File: src/rtl/onion_capture_if.sv
// onion_capture_if
//   Control and result bundle of the onion_capture input-capture block.
//   The consumer (register file, loopback checker or testbench) uses the
//   master modport; the capture block uses the slave modport.
//
//   Parameter:
//     WIDTH      result width in bits (must match the attached onion_capture)
//   Signals:
//     arm        one-cycle pulse starting a measurement
//     mode       0 = period (rise to rise), 1 = high width (rise to fall)
//     disarm     abort a pending or running measurement
//     ack        consumer acknowledge of a held result
//     result_o   measured cycle count, stable while valid_o is high
//     valid_o    result_o holds a completed measurement
//     overflow_o measurement saturated, qualified by valid_o
//     busy_o     waiting for the start edge or measuring
interface onion_capture_if #(
  parameter int WIDTH = 31
);
  logic             arm;
  logic             mode;
  logic             disarm;
  logic             ack;
  logic [WIDTH-1:0] result_o;
  logic             valid_o;
  logic             overflow_o;
  logic             busy_o;

  modport master (
    output arm, mode, disarm, ack,
    input  result_o, valid_o, overflow_o, busy_o
  );

  modport slave (
    input  arm, mode, disarm, ack,
    output result_o, valid_o, overflow_o, busy_o
  );
endinterface

File: src/rtl/onion_capture.sv
// onion_capture
//   Input-capture block: measures either the period (rise to rise) or the
//   high pulse width (rise to fall) of the asynchronous signal capture_i in
//   clk cycles and holds the result behind a valid/ack handshake.
//
//   Parameters:
//     WIDTH        counter and result width in bits
//     SYNC_STAGES  synchroniser depth on capture_i (minimum 2)
//   Ports:
//     clk          reference clock
//     reset        asynchronous, active-low reset
//     capture_i    asynchronous signal under measurement
//     bus          onion_capture_if slave: arm/mode/disarm/ack in,
//                  result_o/valid_o/overflow_o/busy_o out
//
//   Build option:
//     ONION_CAPTURE_GLITCH_FILTER_EN  when defined, a 3-cycle stability
//     filter sits between the synchroniser and the edge detector, so pulses
//     of 1-2 cycles are ignored. Both edges see the same extra lag, so clean
//     inputs measure the same with or without it.
module onion_capture #(
  parameter int WIDTH       = 31,
  parameter int SYNC_STAGES = 2
) (
  input  logic             clk,
  input  logic             reset,
  input  logic             capture_i,
  onion_capture_if.slave   bus
);

  typedef enum logic [1:0] {
    IDLE,
    WAIT_START,
    MEASURE,
    DONE
  } state_t;

  localparam logic [WIDTH-1:0] ALL_ONES = '1;

  state_t                 state;
  logic [SYNC_STAGES-1:0] sync_q;
  logic                   sync;
  logic                   level;
  logic                   hist_q;
  logic                   rise;
  logic                   fall;
  logic                   end_edge;
  logic                   mode_q;
  logic [WIDTH-1:0]       counter;
  logic [WIDTH-1:0]       result_q;
  logic                   valid_q;
  logic                   overflow_q;
  logic                   busy_q;

  // Synchroniser chain; the last stage is the clean version of capture_i.
  always_ff @(posedge clk or negedge reset) begin
    if (!reset) begin
      sync_q <= '0;
    end else begin
      sync_q <= {sync_q[SYNC_STAGES-2:0], capture_i};
    end
  end

  assign sync = sync_q[SYNC_STAGES-1];

`ifdef ONION_CAPTURE_GLITCH_FILTER_EN
  // Two extra delayed copies of the synchronised level. The filtered level
  // only moves once the current and both previous samples agree, i.e. the
  // input has been stable for 3 cycles; otherwise it keeps its last value
  // (hist_q). Evaluating this combinationally keeps the added lag at 2.
  logic [1:0] stab_q;

  always_ff @(posedge clk or negedge reset) begin
    if (!reset) begin
      stab_q <= '0;
    end else begin
      stab_q <= {stab_q[0], sync};
    end
  end

  always_comb begin
    level = hist_q;
    if (sync && stab_q[0] && stab_q[1]) begin
      level = 1'b1;
    end else if (!sync && !stab_q[0] && !stab_q[1]) begin
      level = 1'b0;
    end
  end
`else
  assign level = sync;
`endif

  // History flop for edge detection on the (optionally filtered) level.
  always_ff @(posedge clk or negedge reset) begin
    if (!reset) begin
      hist_q <= 1'b0;
    end else begin
      hist_q <= level;
    end
  end

  assign rise     = level & ~hist_q;
  assign fall     = ~level & hist_q;
  assign end_edge = mode_q ? fall : rise;

  // Measurement FSM with registered outputs. The counter is loaded with 1 on
  // the start-edge cycle so that an end edge N detect cycles later reports N.
  // Within MEASURE, disarm beats an edge, and an edge beats saturation.
  always_ff @(posedge clk or negedge reset) begin
    if (!reset) begin
      state      <= IDLE;
      mode_q     <= 1'b0;
      counter    <= '0;
      result_q   <= '0;
      valid_q    <= 1'b0;
      overflow_q <= 1'b0;
      busy_q     <= 1'b0;
    end else begin
      case (state)
        IDLE: begin
          if (bus.arm) begin
            state  <= WAIT_START;
            mode_q <= bus.mode;
            busy_q <= 1'b1;
          end
        end

        WAIT_START: begin
          if (bus.disarm) begin
            state  <= IDLE;
            busy_q <= 1'b0;
          end else if (rise) begin
            state   <= MEASURE;
            counter <= {{(WIDTH-1){1'b0}}, 1'b1};
          end
        end

        MEASURE: begin
          if (bus.disarm) begin
            state   <= IDLE;
            busy_q  <= 1'b0;
            counter <= '0;
          end else if (end_edge) begin
            state      <= DONE;
            result_q   <= counter;
            valid_q    <= 1'b1;
            overflow_q <= 1'b0;
            busy_q     <= 1'b0;
          end else if (counter == ALL_ONES) begin
            state      <= DONE;
            result_q   <= ALL_ONES;
            valid_q    <= 1'b1;
            overflow_q <= 1'b1;
            busy_q     <= 1'b0;
          end else begin
            counter <= counter + 1'b1;
          end
        end

        DONE: begin
          // The held result is only released by ack; arm alone is ignored.
          if (bus.ack) begin
            valid_q    <= 1'b0;
            overflow_q <= 1'b0;
            if (bus.arm) begin
              state  <= WAIT_START;
              mode_q <= bus.mode;
              busy_q <= 1'b1;
            end else begin
              state <= IDLE;
            end
          end
        end

        default: begin
          state <= IDLE;
        end
      endcase
    end
  end

  assign bus.result_o   = result_q;
  assign bus.valid_o    = valid_q;
  assign bus.overflow_o = overflow_q;
  assign bus.busy_o     = busy_q;

endmodule

File: src/flat_wrapper.sv
// flat-port wrapper written by rule: the top's interface ports become plain ports
module onion_capture_flat 
#(
  parameter int WIDTH       = 31,
  parameter int SYNC_STAGES = 2
)
  (clk, reset, capture_i, bus_arm, bus_mode, bus_disarm, bus_ack, bus_result_o, bus_valid_o, bus_overflow_o, bus_busy_o);
  onion_capture_if #(.WIDTH(WIDTH)) bus_i ();
  input  logic clk;
  input  logic reset;
  input  logic capture_i;
  input wire logic [$bits(bus_i.arm)-1:0] bus_arm;
  input wire logic [$bits(bus_i.mode)-1:0] bus_mode;
  input wire logic [$bits(bus_i.disarm)-1:0] bus_disarm;
  input wire logic [$bits(bus_i.ack)-1:0] bus_ack;
  output wire logic [$bits(bus_i.result_o)-1:0] bus_result_o;
  output wire logic [$bits(bus_i.valid_o)-1:0] bus_valid_o;
  output wire logic [$bits(bus_i.overflow_o)-1:0] bus_overflow_o;
  output wire logic [$bits(bus_i.busy_o)-1:0] bus_busy_o;
  assign bus_i.arm = bus_arm;
  assign bus_i.mode = bus_mode;
  assign bus_i.disarm = bus_disarm;
  assign bus_i.ack = bus_ack;
  assign bus_result_o = bus_i.result_o;
  assign bus_valid_o = bus_i.valid_o;
  assign bus_overflow_o = bus_i.overflow_o;
  assign bus_busy_o = bus_i.busy_o;
  onion_capture #(.WIDTH(WIDTH), .SYNC_STAGES(SYNC_STAGES)) u_core (.clk(clk), .reset(reset), .capture_i(capture_i), .bus(bus_i));
endmodule
File: config.mk
export PLATFORM = sky130hd
export DESIGN_NAME = onion_capture_flat
export DESIGN_NICKNAME = d
export VERILOG_FILES = /design/src/rtl/onion_capture_if.sv /design/src/rtl/onion_capture.sv /design/src/flat_wrapper.sv
export SDC_FILE = /design/constraint.sdc
export NUM_CORES = 1
export LEC_CHECK = 0
export ABC_AREA = 1
export CAP_MARGIN = 25
export CORE_ASPECT_RATIO = 0.9
export CORE_MARGIN = 5
export CORE_UTILIZATION = 45
export CTS_BUF_LIST = sky130_fd_sc_hd__clkbuf_16
export DETAILED_ROUTE_END_ITERATION = 6
export GPL_TIMING_DRIVEN = 0
export HOLD_SLACK_MARGIN = 0.12
export PLACE_DENSITY_LB_ADDON = 0.12
export SLEW_MARGIN = 10
export SYNTH_ARGS = -nofsm -noshare
export SYNTH_HDL_FRONTEND = slang
export SYNTH_SLANG_ARGS = --single-unit
File: constraint.sdc
create_clock -name clk -period 1.9 [get_ports clk]
set_clock_uncertainty 0.1 [all_clocks]
set_input_delay 0.285 -clock clk [delete_from_list [all_inputs] [get_ports clk]]
set_output_delay 0.285 -clock clk [all_outputs]
set_load 0.01 [all_outputs]
==> flow_summary_export.csv, run 1 <==
group,metric,value,unit
status,status,"finished clean",
yosys,ys_seq_elements,71,
worst_setup_path,worstReg2RegStart,"u_core.state[0]$_DFFE_PN0P_",
power,ir_drop,0.812,mV
layout,final_util,66.3,%
yosys,yosysUniqueCellTypes,32,
placement,dp_cells,667,
yosys,synthesis.area,3920,sq um
placement,dpl_worst_slack,-0.590,ns
worst_setup_path,critPathLaunchType,"flip-flop",
timing,rsz0062_at_grt,"true",
detailed_routing,wl_per_cell,15.2,um
clocking,numClockSinks,71,
yosys,synth_nets,520,
yosys,synthMuxAreaShare,0,%
yosys,synth_adder_area_share,1.91,%
grt,grt_use_met2,31.7,%
worst_setup_path,crit_arrival,2.02,ns
grt,overflow,0,
floorplanning,die_h,98.6,um
clocking,root_buffer,"clkbuf_16",
detailed_routing,wirelength,10.9,mm
layout,instances_no_fill,717,
floorplanning,rows,32,
grt,antenna_found_initial,0,
clocking,cts_tree,"yes",
timing,worst_pin_slew,0.569,ns
yosys,synth_top_family_by_area,"simple AND/OR/NAND/NOR gates",
yosys,synth_compound_area_share,11.0,%
layout,nFillCells,695,
yosys,yosys_warnings,0,
yosys,yosys.area_share.simple,32.9,%
detailed_routing,viasPerCell,5.11,
timing,fmax,528,MHz
worst_setup_path,crit_path_start,"u_core.state[0]$_DFFE_PN0P_",
grt,grt_pass1_wl,16.8,mm
layout,regArea,1780,sq um
clocking,numCtsBuffers,9,
worst_setup_path,cp_max_fo,7,
clocking,clockBufferDepth,2,
placement,place_congestion,0.927,
yosys,yosys.area_share.xor_xnor,1.12,%
floorplanning,die_x,108,um
placement,placed_cell_area,4490,sq um
layout,antenna_cells,0,
grt,grt_usage,20.1,%
worst_setup_path,critical_path.cell_chain,"buf_4, ha_4, buf_4, o21ai_4, nand2_4, clkinv_8, nand2_8, clkbuf_16, nor3_4, nor2_1",
yosys,avgSynthCellArea,7.74,sq um
worst_hold_path,min_path_type,"flip-flop to flip-flop",
worst_setup_path,r2r_cells,10,
timing,finalHoldViolCount,0,
timing,finalSetupViolations,0,
floorplanning,core,8530,sq um
layout,drive_gt1_share,27.6,%
power,p_per_area,1200,nW/um^2
worst_setup_path,crit_required,2.03,ns
placement,portBuffers,40,
layout,final_nets,606,
timing,min_period,1.89,ns
worst_setup_path,critPathMaxStageDelay,0.40,ns
floorplanning,initial_core_util,46.0,%
timing,slew_viol_final,0,
grt,grt_pass1_vias,3351,
worst_setup_path,cp_common_cell,"buf_4",
layout,area_growth,44.1,%
worst_setup_path,worstSetupPathType,"flip-flop to flip-flop",
worst_hold_path,min_from,"u_core.sync_q[0]$_DFF_PN0_",
floorplanning,pin_count,41,
layout,multiInputGateArea,2230,sq um
yosys,synth_edf_count,0,
yosys,synth-async-reset-ratio,100,%
clocking,clock_latency,0.34,ns
timing,setup_ws,0.00505,ns
grt,grt_util_met1,27.5,%
timing,maxSlewHeadroom,62.1,%
placement,dp_hpwl,7.37,mm
grt,grt_max_degree,41,
clocking,htreeDepth,3,
yosys,seq_area_frac_synth,45.3,%
detailed_routing,first_pass_iters,5,
detailed_routing,route.vias.total,3663,
clocking,path_clk_slew,0.06,ns
job,drv_cap,0,
detailed_routing,drtAntennaViolNets,0,
timing,fin_setup_tns,0,ns
timing,finalCritPeriodShare,99.7,%
worst_setup_path,cp_slowest_cell,"dfrtp_1",
detailed_routing,drc,0,
grt,top_usage_layer,"met2",
worst_hold_path,hold_depth,0,
yosys,synthFlopType,"dfrtp_1",
layout,final_cell_area,5650,sq um
grt,grt_use_met3,4.78,%
floorplanning,die_area,10700,sq um
power,p_leak,0.00243,uW
detailed_routing,drt_iter0_drc,204,
yosys,synthCells,507,
worst_setup_path,cp-end-kind,"flip-flop",
cell usage after synthesis, types with 3 or more instances:
master / number / area share (%)
nand2_1: 124 / 12
nor2_1: 98 / 9.4
dfrtp_1: 71 / 45
inv_1: 50 / 4.8
nand3_1: 35 / 4.5
a21oi_2: 21 / 4.7
o21ai_0: 20 / 2.6
a21oi_1: 13 / 1.7
nor3_1: 9 / 1.1
nor2_2: 8 / 1.3
ha_1: 6 / 1.9
nand2_2: 5 / 0.80
nand4_1: 5 / 0.80
xor2_1: 5 / 1.1
buf_6: 4 / 1.1
nand2_4: 4 / 1.1
o22a_1: 4 / 0.89
buf_4: 3 / 0.57
nor2_4: 3 / 0.86
power by group:
part | internal (uW) | switching (uW) | total [uW]
clock network | 1270 | 662 | 1940
logic | 1420 | 1150 | 2570
registers | 1950 | 342 | 2290
cells by family (layout without fill, tap and decap cells):
kind of cell,after synthesis,after routing
AO/OA/AOI/OAI,65,65
flip-flops,71,71
XOR/XNOR,5,5
buffers and inverters,66,157
adder cells (fa/ha/maj),6,6
AND/OR/NAND/NOR,294,294
cells in the final DEF (no fill, tap or decap), types with 2 or more instances in the layout:
master           instances
buf_4                   28
nand2_4                  6
o22a_1                   4
clkbuf_16               14
nand2_2                 15
nor3_2                   2
o21ai_0                 13
nor2_1                  81
dfrtp_1                 69
nor3_1                   6
o21bai_1                 2
inv_2                    4
a21oi_1                 11
nand4_1                  5
nand2_1                108
buf_8                    7
nor2_2                  10
nand3_2                  8
o21ai_1                  7
buf_12                   2
nand2_8                  4
nand3_1                 23
nor2_4                  18
ha_1                     3
ha_4                     3
clkinv_1                 4
inv_1                   47
nand3_4                  5
clkdlybuf4s50_1         39
xor2_1                   5
a211oi_1                 2
dfrtp_2                  2
bufinv_16                3
buf_6                    4
a21oi_2                 23
path summary, 6_finish.rpt:
path	end	slack, ns
worst max-delay path	u_core.counter[16]$_DFFE_PN0P_	0.005
worst min-delay path	u_core.sync_q[1]$_DFF_PN0_	0.27
worst max register to register	u_core.counter[16]$_DFFE_PN0P_	0.005
worst min register to register	u_core.sync_q[1]$_DFF_PN0_	0.27
max in group asynchronous	u_core.counter[26]$_DFFE_PN0P_	0.80
min in group asynchronous	u_core.bus.busy_o$_DFFE_PN0P_	0.33
routing by layer:
| metal | vias up | part of all wire, % |
|---|---|---|
| li1 | 1785 | - |
| met1 | 1751 | 46 |
| met2 | 110 | 47 |
| met3 | 17 | 5.2 |
| met4 | 0 | 1.8 |
| met5 | - | 0 |
final cells by class:
class	instances	area share, %
Buffer	11	2.39
Clock inverter	7	1.95
Inverter	54	3.94
Timing Repair Buffer	76	14.1
Tap cell	119	2.64
Multi-Input combinational cell	370	39.5
Sequential cell	71	31.5
Clock buffer	9	3.99
registers in the layout (all words and copies together) (netlist names):
name and flops:
u_core.bus.valid_o 1, u_core.mode_q 1, u_core.hist_q 1, u_core.bus.result_o 31, u_core.sync_q 2, u_core.counter 31, u_core.bus.busy_o 1, u_core.bus.overflow_o 1
u_core.state 2
stage by stage:
| step | power, uW | hold WS [ns] |
|---|---|---|
| 2_1_floorplan | 3250 | -0.111 |
| 3_3_place_gp | 4200 | 0.235 |
| 3_5_place_dp | 4240 | 0.155 |
| 4_1_cts | 6330 | 0.278 |
| 5_1_grt | 7170 | 0.275 |
| 6_report | 6800 | 0.273 |
what timing repair did:
action | in CTS | in global routing
cloned | 0 | 5
gates resized for setup | 18 | 105
setup buffers | 15 | 14
endpoints found under the setup margin | 65 | 66
hold buffers | 1 | 0
hold endpoints to repair | 31 | 0
pin swaps | 6 | 26
critical path, delay by kind of cell, from the launching register on:
kind            cells  cell delay, ns
buf+inv             4            0.55
flops               1            0.40
simple gates        4            0.40
compound gates      1            0.19
fa+ha+maj           1            0.16
(Power assumes the default switching activity.)
==> run 2: changes to the inputs <==
--- a/config.mk
+++ b/config.mk
@@ -8,7 +8,7 @@
 export ABC_AREA = 1
 export CAP_MARGIN = 25
 export CORE_ASPECT_RATIO = 0.9
-export CORE_MARGIN = 5
+export CORE_MARGIN = 8
 export CORE_UTILIZATION = 45
 export CTS_BUF_LIST = sky130_fd_sc_hd__clkbuf_16
 export DETAILED_ROUTE_END_ITERATION = 6
@@ -19,3 +19,4 @@
 export SYNTH_ARGS = -nofsm -noshare
 export SYNTH_HDL_FRONTEND = slang
 export SYNTH_SLANG_ARGS = --single-unit
+export TNS_END_PERCENT = 30
==> run 2 against run 1 <==
- sequential share of layout area grew 2.5 points
- global-route usage shrank 2.2 points
- largest power group unchanged
- utilization shrank 5.0 points
- sequential cell count is the same
- largest cell class unchanged
==> flow_summary_export.csv, run 2 (synthesis results as in run 1) <==
group,metric,value,unit
layout,drive_gt1_share,19.5,%
timing,finalSetupViolations,0,
detailed_routing,wirelength,10.6,mm
worst_setup_path,critical_path.cell_chain,"inv_2, ha_2, inv_8, nor2_4, nand2_4, nand2_4, inv_8, nand2_8, nand2_8, buf_8, nand4_1, nand2_1",
detailed_routing,viasPerCell,5.08,
worst_setup_path,worstSetupPathType,"flip-flop to flip-flop",
layout,multiInputGateArea,1960,sq um
power,p_clk_share,29.6,%
timing,setup_ws,0.0249,ns
worst_setup_path,critPathLaunchType,"flip-flop",
worst_setup_path,crit_required,2.02,ns
placement,dp_hpwl,7.32,mm
layout,nFillCells,787,
job,drv_cap,0,
timing,finalCritPeriodShare,98.7,%
placement,portBuffers,40,
worst_setup_path,crit_arrival,1.99,ns
power,p_sw,2010,uW
timing,fmax,533,MHz
timing,finalHoldViolCount,0,
power,combPwrFrac,36.2,%
clocking,numCtsBuffers,9,
worst_setup_path,path_buf_inv,4,
placement,place_congestion,0.884,
layout,regArea,1780,sq um
detailed_routing,drt_iter0_drc,185,
worst_setup_path,cp_max_fo,9,
timing,maxSlewHeadroom,62.2,%
detailed_routing,drtAntennaViolNets,0,
layout,final_common_cell,"nand2_1",
worst_hold_path,min_path_type,"flip-flop to flip-flop",
grt,grt_pass1_wl,17.1,mm
clocking,clock_latency,0.33,ns
detailed_routing,route.vias.total,3609,
power,p_leak,0.00230,uW
clocking,cts_tree,"yes",
floorplanning,die_h,105,um
power,intPower,4480,uW
floorplanning,die_area,12000,sq um
clocking,root_buffer,"clkbuf_16",
timing,whs,0.249,ns
grt,grt_max_degree,38,
power,ir_drop,0.728,mV
layout,final_util,61.3,%
status,status,"finished clean",
grt,grt_pass1_vias,3471,
floorplanning,core,8530,sq um
power,power,6490,uW
layout,final_nets,599,
placement,dpl_worst_slack,-0.582,ns
layout,final_cell_mix,"120 x nand2_1, 94 x nor2_1, 71 x dfrtp_1, 50 x inv_1, 39 x clkdlybuf4s50_1",
power,switching_share,30.9,%
worst_setup_path,cp_slowest_cell,"dfrtp_1",
clocking,numClockSinks,71,
layout,area_growth,33.3,%
grt,grt_usage,17.9,%
clocking,path_clk_slew,0.06,ns
worst_setup_path,critPathMaxStageDelay,0.40,ns
clocking,htreeDepth,3,
clocking,clockBufferDepth,2,
power,seqPwrFrac,34.2,%
detailed_routing,first_pass_iters,5,
floorplanning,die_x,114,um
worst_setup_path,cp-end-kind,"flip-flop",
detailed_routing,wl_per_cell,14.9,um
timing,rsz0062_at_grt,"true",
timing,worst_pin_slew,0.567,ns
floorplanning,pin_count,41,
grt,overflow,0,
worst_setup_path,critPathTopFamily,"simple AND/OR/NAND/NOR gates",
layout,antenna_cells,0,
grt,antenna_found_initial,0,
detailed_routing,drc,0,
timing,min_period,1.88,ns
floorplanning,initial_core_util,46.0,%
power,p_per_area,1240,nW/um^2
timing,slew_viol_final,0,
worst_setup_path,r2r_setup_slack,0.02,ns
floorplanning,rows,32,
## run 2: changes by cell type in the layout (fill, tap and decap cells not counted), moves of 4 or more
cell,previous run,this run
nand2_2,15,4
nand2_1,108,120
clkbuf_16,14,10
nand3_1,23,35
nand3_2,8,0
buf_8,7,3
nor2_1,81,94
nor2_4,18,5
nand3_4,5,1
## run 2: routing by layer
metal / vias up / routed length [um] / GRT usage, %
li1: 1767 / - / -
met1: 1751 / 4930 / 23.7
met2: 80 / 4980 / 27.2
met3: 11 / 570 / 5.70
met4: 0 / 112 / 5.13
met5: - / 0 / 0
## run 2: final timing paths
check                                             from                              to  cells past startpoint
setup / recovery           u_core.state[0]$_DFFE_PN0P_  u_core.counter[15]$_DFFE_PN0P_                     12
min in group asynchronous                        reset   u_core.bus.busy_o$_DFFE_PN0P_                      2
max in group asynchronous                        reset  u_core.counter[28]$_DFFE_PN0P_                      3
hold / removal              u_core.sync_q[0]$_DFF_PN0_      u_core.sync_q[1]$_DFF_PN0_                      0
setup reg to reg           u_core.state[0]$_DFFE_PN0P_  u_core.counter[15]$_DFFE_PN0P_                     12
hold reg to reg             u_core.sync_q[0]$_DFF_PN0_      u_core.sync_q[1]$_DFF_PN0_                      0
## run 2: stage by stage
step / instances / TNS, ns / cell area, sq um
after detailed placement: 667 / -21.17 / 4490
after global placement: 666 / -167.19 / 4480
final: 710 / 0 / 5230
after global routing: 710 / -0.554 / 5230
after floorplan: 507 / 0 / 3930
after CTS: 699 / 0 / 5020
## run 2: cell type report
cell class              count  share of cell area [%]
multi-input cells         370                    37.5
flip-flops and latches     71                    34.0
repair buffers             69                    12.7
clock buffers               9                    4.31
inverters                  54                    4.16
well taps                 119                    2.85
plain buffers              11                    2.30
clock inverters             7                    2.18
## run 2: repair_timing
action	CTS	global route
hold buffers	1	0
endpoints found under the hold margin	36	0
setup buffers	15	10
endpoints found under the setup margin	64	67
gates cloned	0	2
resized for setup	16	35
pin swaps	6	11
## run 2: power groups by stage
| stage | sequential (uW) | combinational [uW] | clock, uW |
|---|---|---|---|
| final | 2220 | 2350 | 1920 |
| after global routing | 2280 | 2560 | 2020 |
| after CTS | 2230 | 2140 | 1960 |
| after detailed placement | 2250 | 1990 | 0 |
| after global placement | 2230 | 1970 | 0 |
| after floorplan | 2400 | 851 | 0 |
==> run 3: changes to the inputs <==
--- a/config.mk
+++ b/config.mk
@@ -14,6 +14,7 @@
 export DETAILED_ROUTE_END_ITERATION = 6
 export GPL_TIMING_DRIVEN = 0
 export HOLD_SLACK_MARGIN = 0.12
+export MAX_ROUTING_LAYER = met4
 export PLACE_DENSITY_LB_ADDON = 0.12
 export SLEW_MARGIN = 10
 export SYNTH_ARGS = -nofsm -noshare
==> run 3 against run 2 <==
- utilization shrank 0.60 points
- sequential share of layout area grew 0.34 points
- clock power shrank 15%
- hold slack gained 0.0012 ns
- critical path type unchanged
- highest routed layer unchanged
==> flow_summary_export.csv, run 3 (synthesis results as in run 1) <==
group,metric,value,unit
clocking,clockBufferDepth,2,
timing,fmax,533,MHz
detailed_routing,drt_iter0_drc,139,
worst_setup_path,cp-end-kind,"flip-flop",
layout,antenna_cells,0,
detailed_routing,route.vias.total,3542,
worst_setup_path,crit_arrival,2.00,ns
worst_setup_path,path_buf_inv,4,
floorplanning,pin_count,41,
floorplanning,die_x,114,um
job,drv_cap,0,
power,p_per_area,1190,nW/um^2
worst_setup_path,critPathMaxStageDelay,0.43,ns
worst_setup_path,cp_max_fo,5,
layout,final_cell_mix,"118 x nand2_1, 93 x nor2_1, 71 x dfrtp_1, 47 x inv_1, 39 x clkdlybuf4s50_1",
placement,place_congestion,0.900,
status,status,"finished clean",
grt,antenna_found_initial,0,
clocking,numClockSinks,71,
placement,dp_hpwl,7.40,mm
layout,drive_gt1_share,20.6,%
grt,overflow,0,
floorplanning,die_h,105,um
worst_hold_path,min_path_type,"flip-flop to flip-flop",
layout,final_cell_area,5180,sq um
layout,final_common_cell,"nand2_1",
detailed_routing,drtAntennaViolNets,0,
floorplanning,die_area,12000,sq um
timing,maxSlewHeadroom,64.3,%
timing,finalSetupViolations,0,
grt,grt_pass1_wl,17.1,mm
timing,worst_pin_slew,0.535,ns
grt,grt_pass1_vias,3478,
floorplanning,initial_core_util,46.0,%
worst_setup_path,r2r_cells,12,
placement,portBuffers,40,
power,power,6160,uW
detailed_routing,drc,0,
power,p_leak,0.00225,uW
detailed_routing,viasPerCell,5.01,
grt,grt_usage,18.3,%
clocking,clock_latency,0.33,ns
timing,finalHoldViolCount,0,
clocking,path_clk_slew,0.06,ns
floorplanning,rows,32,
clocking,root_buffer,"clkbuf_16",
worst_setup_path,worstSetupPathType,"flip-flop to flip-flop",
clocking,htreeDepth,3,
layout,final_nets,596,
power,ir_drop,0.682,mV
timing,min_period,1.88,ns
layout,instances_no_fill,707,
clocking,cts_tree,"yes",
timing,finalCritPeriodShare,98.7,%
worst_setup_path,critical_path.cell_chain,"inv_2, ha_4, inv_8, nor2_4, nand2_4, nand2_4, inv_8, buf_4, nand3_1, nand2_1, nand2_1, nor2_1",
detailed_routing,first_pass_iters,4,
placement,placed_cell_area,4490,sq um
detailed_routing,wl_per_cell,14.6,um
grt,grt_max_degree,37,
worst_setup_path,critPathLaunchType,"flip-flop",
timing,slew_viol_final,0,
detailed_routing,wirelength,10.3,mm
worst_setup_path,critPathTopFamily,"simple AND/OR/NAND/NOR gates",
floorplanning,core,8530,sq um
placement,dp_cells,667,
worst_setup_path,cp_slowest_cell,"dfrtp_1",
clocking,numCtsBuffers,9,
worst_setup_path,cp_num_cells,12,
worst_hold_path,hold_depth,0,
layout,area_growth,32.0,%
worst_setup_path,crit_required,2.02,ns
run 3: worst reg2reg max path: cells and delay by family, from the launching register on:
family / cells / cell delay (ns)
adders and majority gates: 1 / 0.18
buffers and inverters: 4 / 0.36
DFF: 1 / 0.43
and+or+nand+nor: 7 / 0.68
run 3: cell type report:
| type | instances | area (sq um) |
|---|---|---|
| Timing Repair Buffer | 66 | 628 |
| Buffer | 11 | 109 |
| Clock buffer | 9 | 225 |
| Multi-Input combinational cell | 370 | 2000 |
| Inverter | 54 | 221 |
| Fill cell | 784 | 3350 |
| Clock inverter | 7 | 63.8 |
| Tap cell | 119 | 149 |
| Sequential cell | 71 | 1780 |
run 3: final timing paths:
check	start	end	slack (ns)
min in group asynchronous	reset	u_core.sync_q[0]$_DFF_PN0_	0.35
max in group asynchronous	reset	u_core.counter[17]$_DFFE_PN0P_	0.78
setup reg to reg	u_core.state[0]$_DFFE_PN0P_	u_core.counter[24]$_DFFE_PN0P_	0.02
setup / recovery	u_core.state[0]$_DFFE_PN0P_	u_core.counter[24]$_DFFE_PN0P_	0.02
hold reg to reg	u_core.sync_q[0]$_DFF_PN0_	u_core.sync_q[1]$_DFF_PN0_	0.25
hold / removal	u_core.sync_q[0]$_DFF_PN0_	u_core.sync_q[1]$_DFF_PN0_	0.25
run 3: power breakdown:
group | switching [uW] | internal [uW] | total [uW]
Combinational | 1070 | 1210 | 2290
Sequential | 280 | 1950 | 2230
Clock | 639 | 1000 | 1640
run 3: metal layers:
layer	global-route usage (%)	wire length [um]
met5	-	0
met4	6.46	145
met3	3.97	507
met2	27.1	4750
met1	24.2	4930
run 3: through the flow:
stage | TNS, ns | util [%] | setup slack, ns | hold WS (ns)
after floorplan | 0 | - | 0.0214 | -0.111
after global placement | -165.53 | 52.5 | -2.05 | 0.234
after detailed placement | -20.55 | 52.7 | -0.585 | 0.174
after CTS | 0 | 58.1 | 0.00146 | 0.253
after global routing | -1.06 | 60.7 | -0.0686 | 0.269
final | 0 | 60.7 | 0.0244 | 0.251
run 3: what timing repair did:
item	CTS	global route
resized for setup	16	41
pin swaps	5	13
gates cloned	1	1
endpoints found under the hold margin	35	0
endpoints found under the setup margin	64	61
setup buffers	12	10
hold buffers	1	0
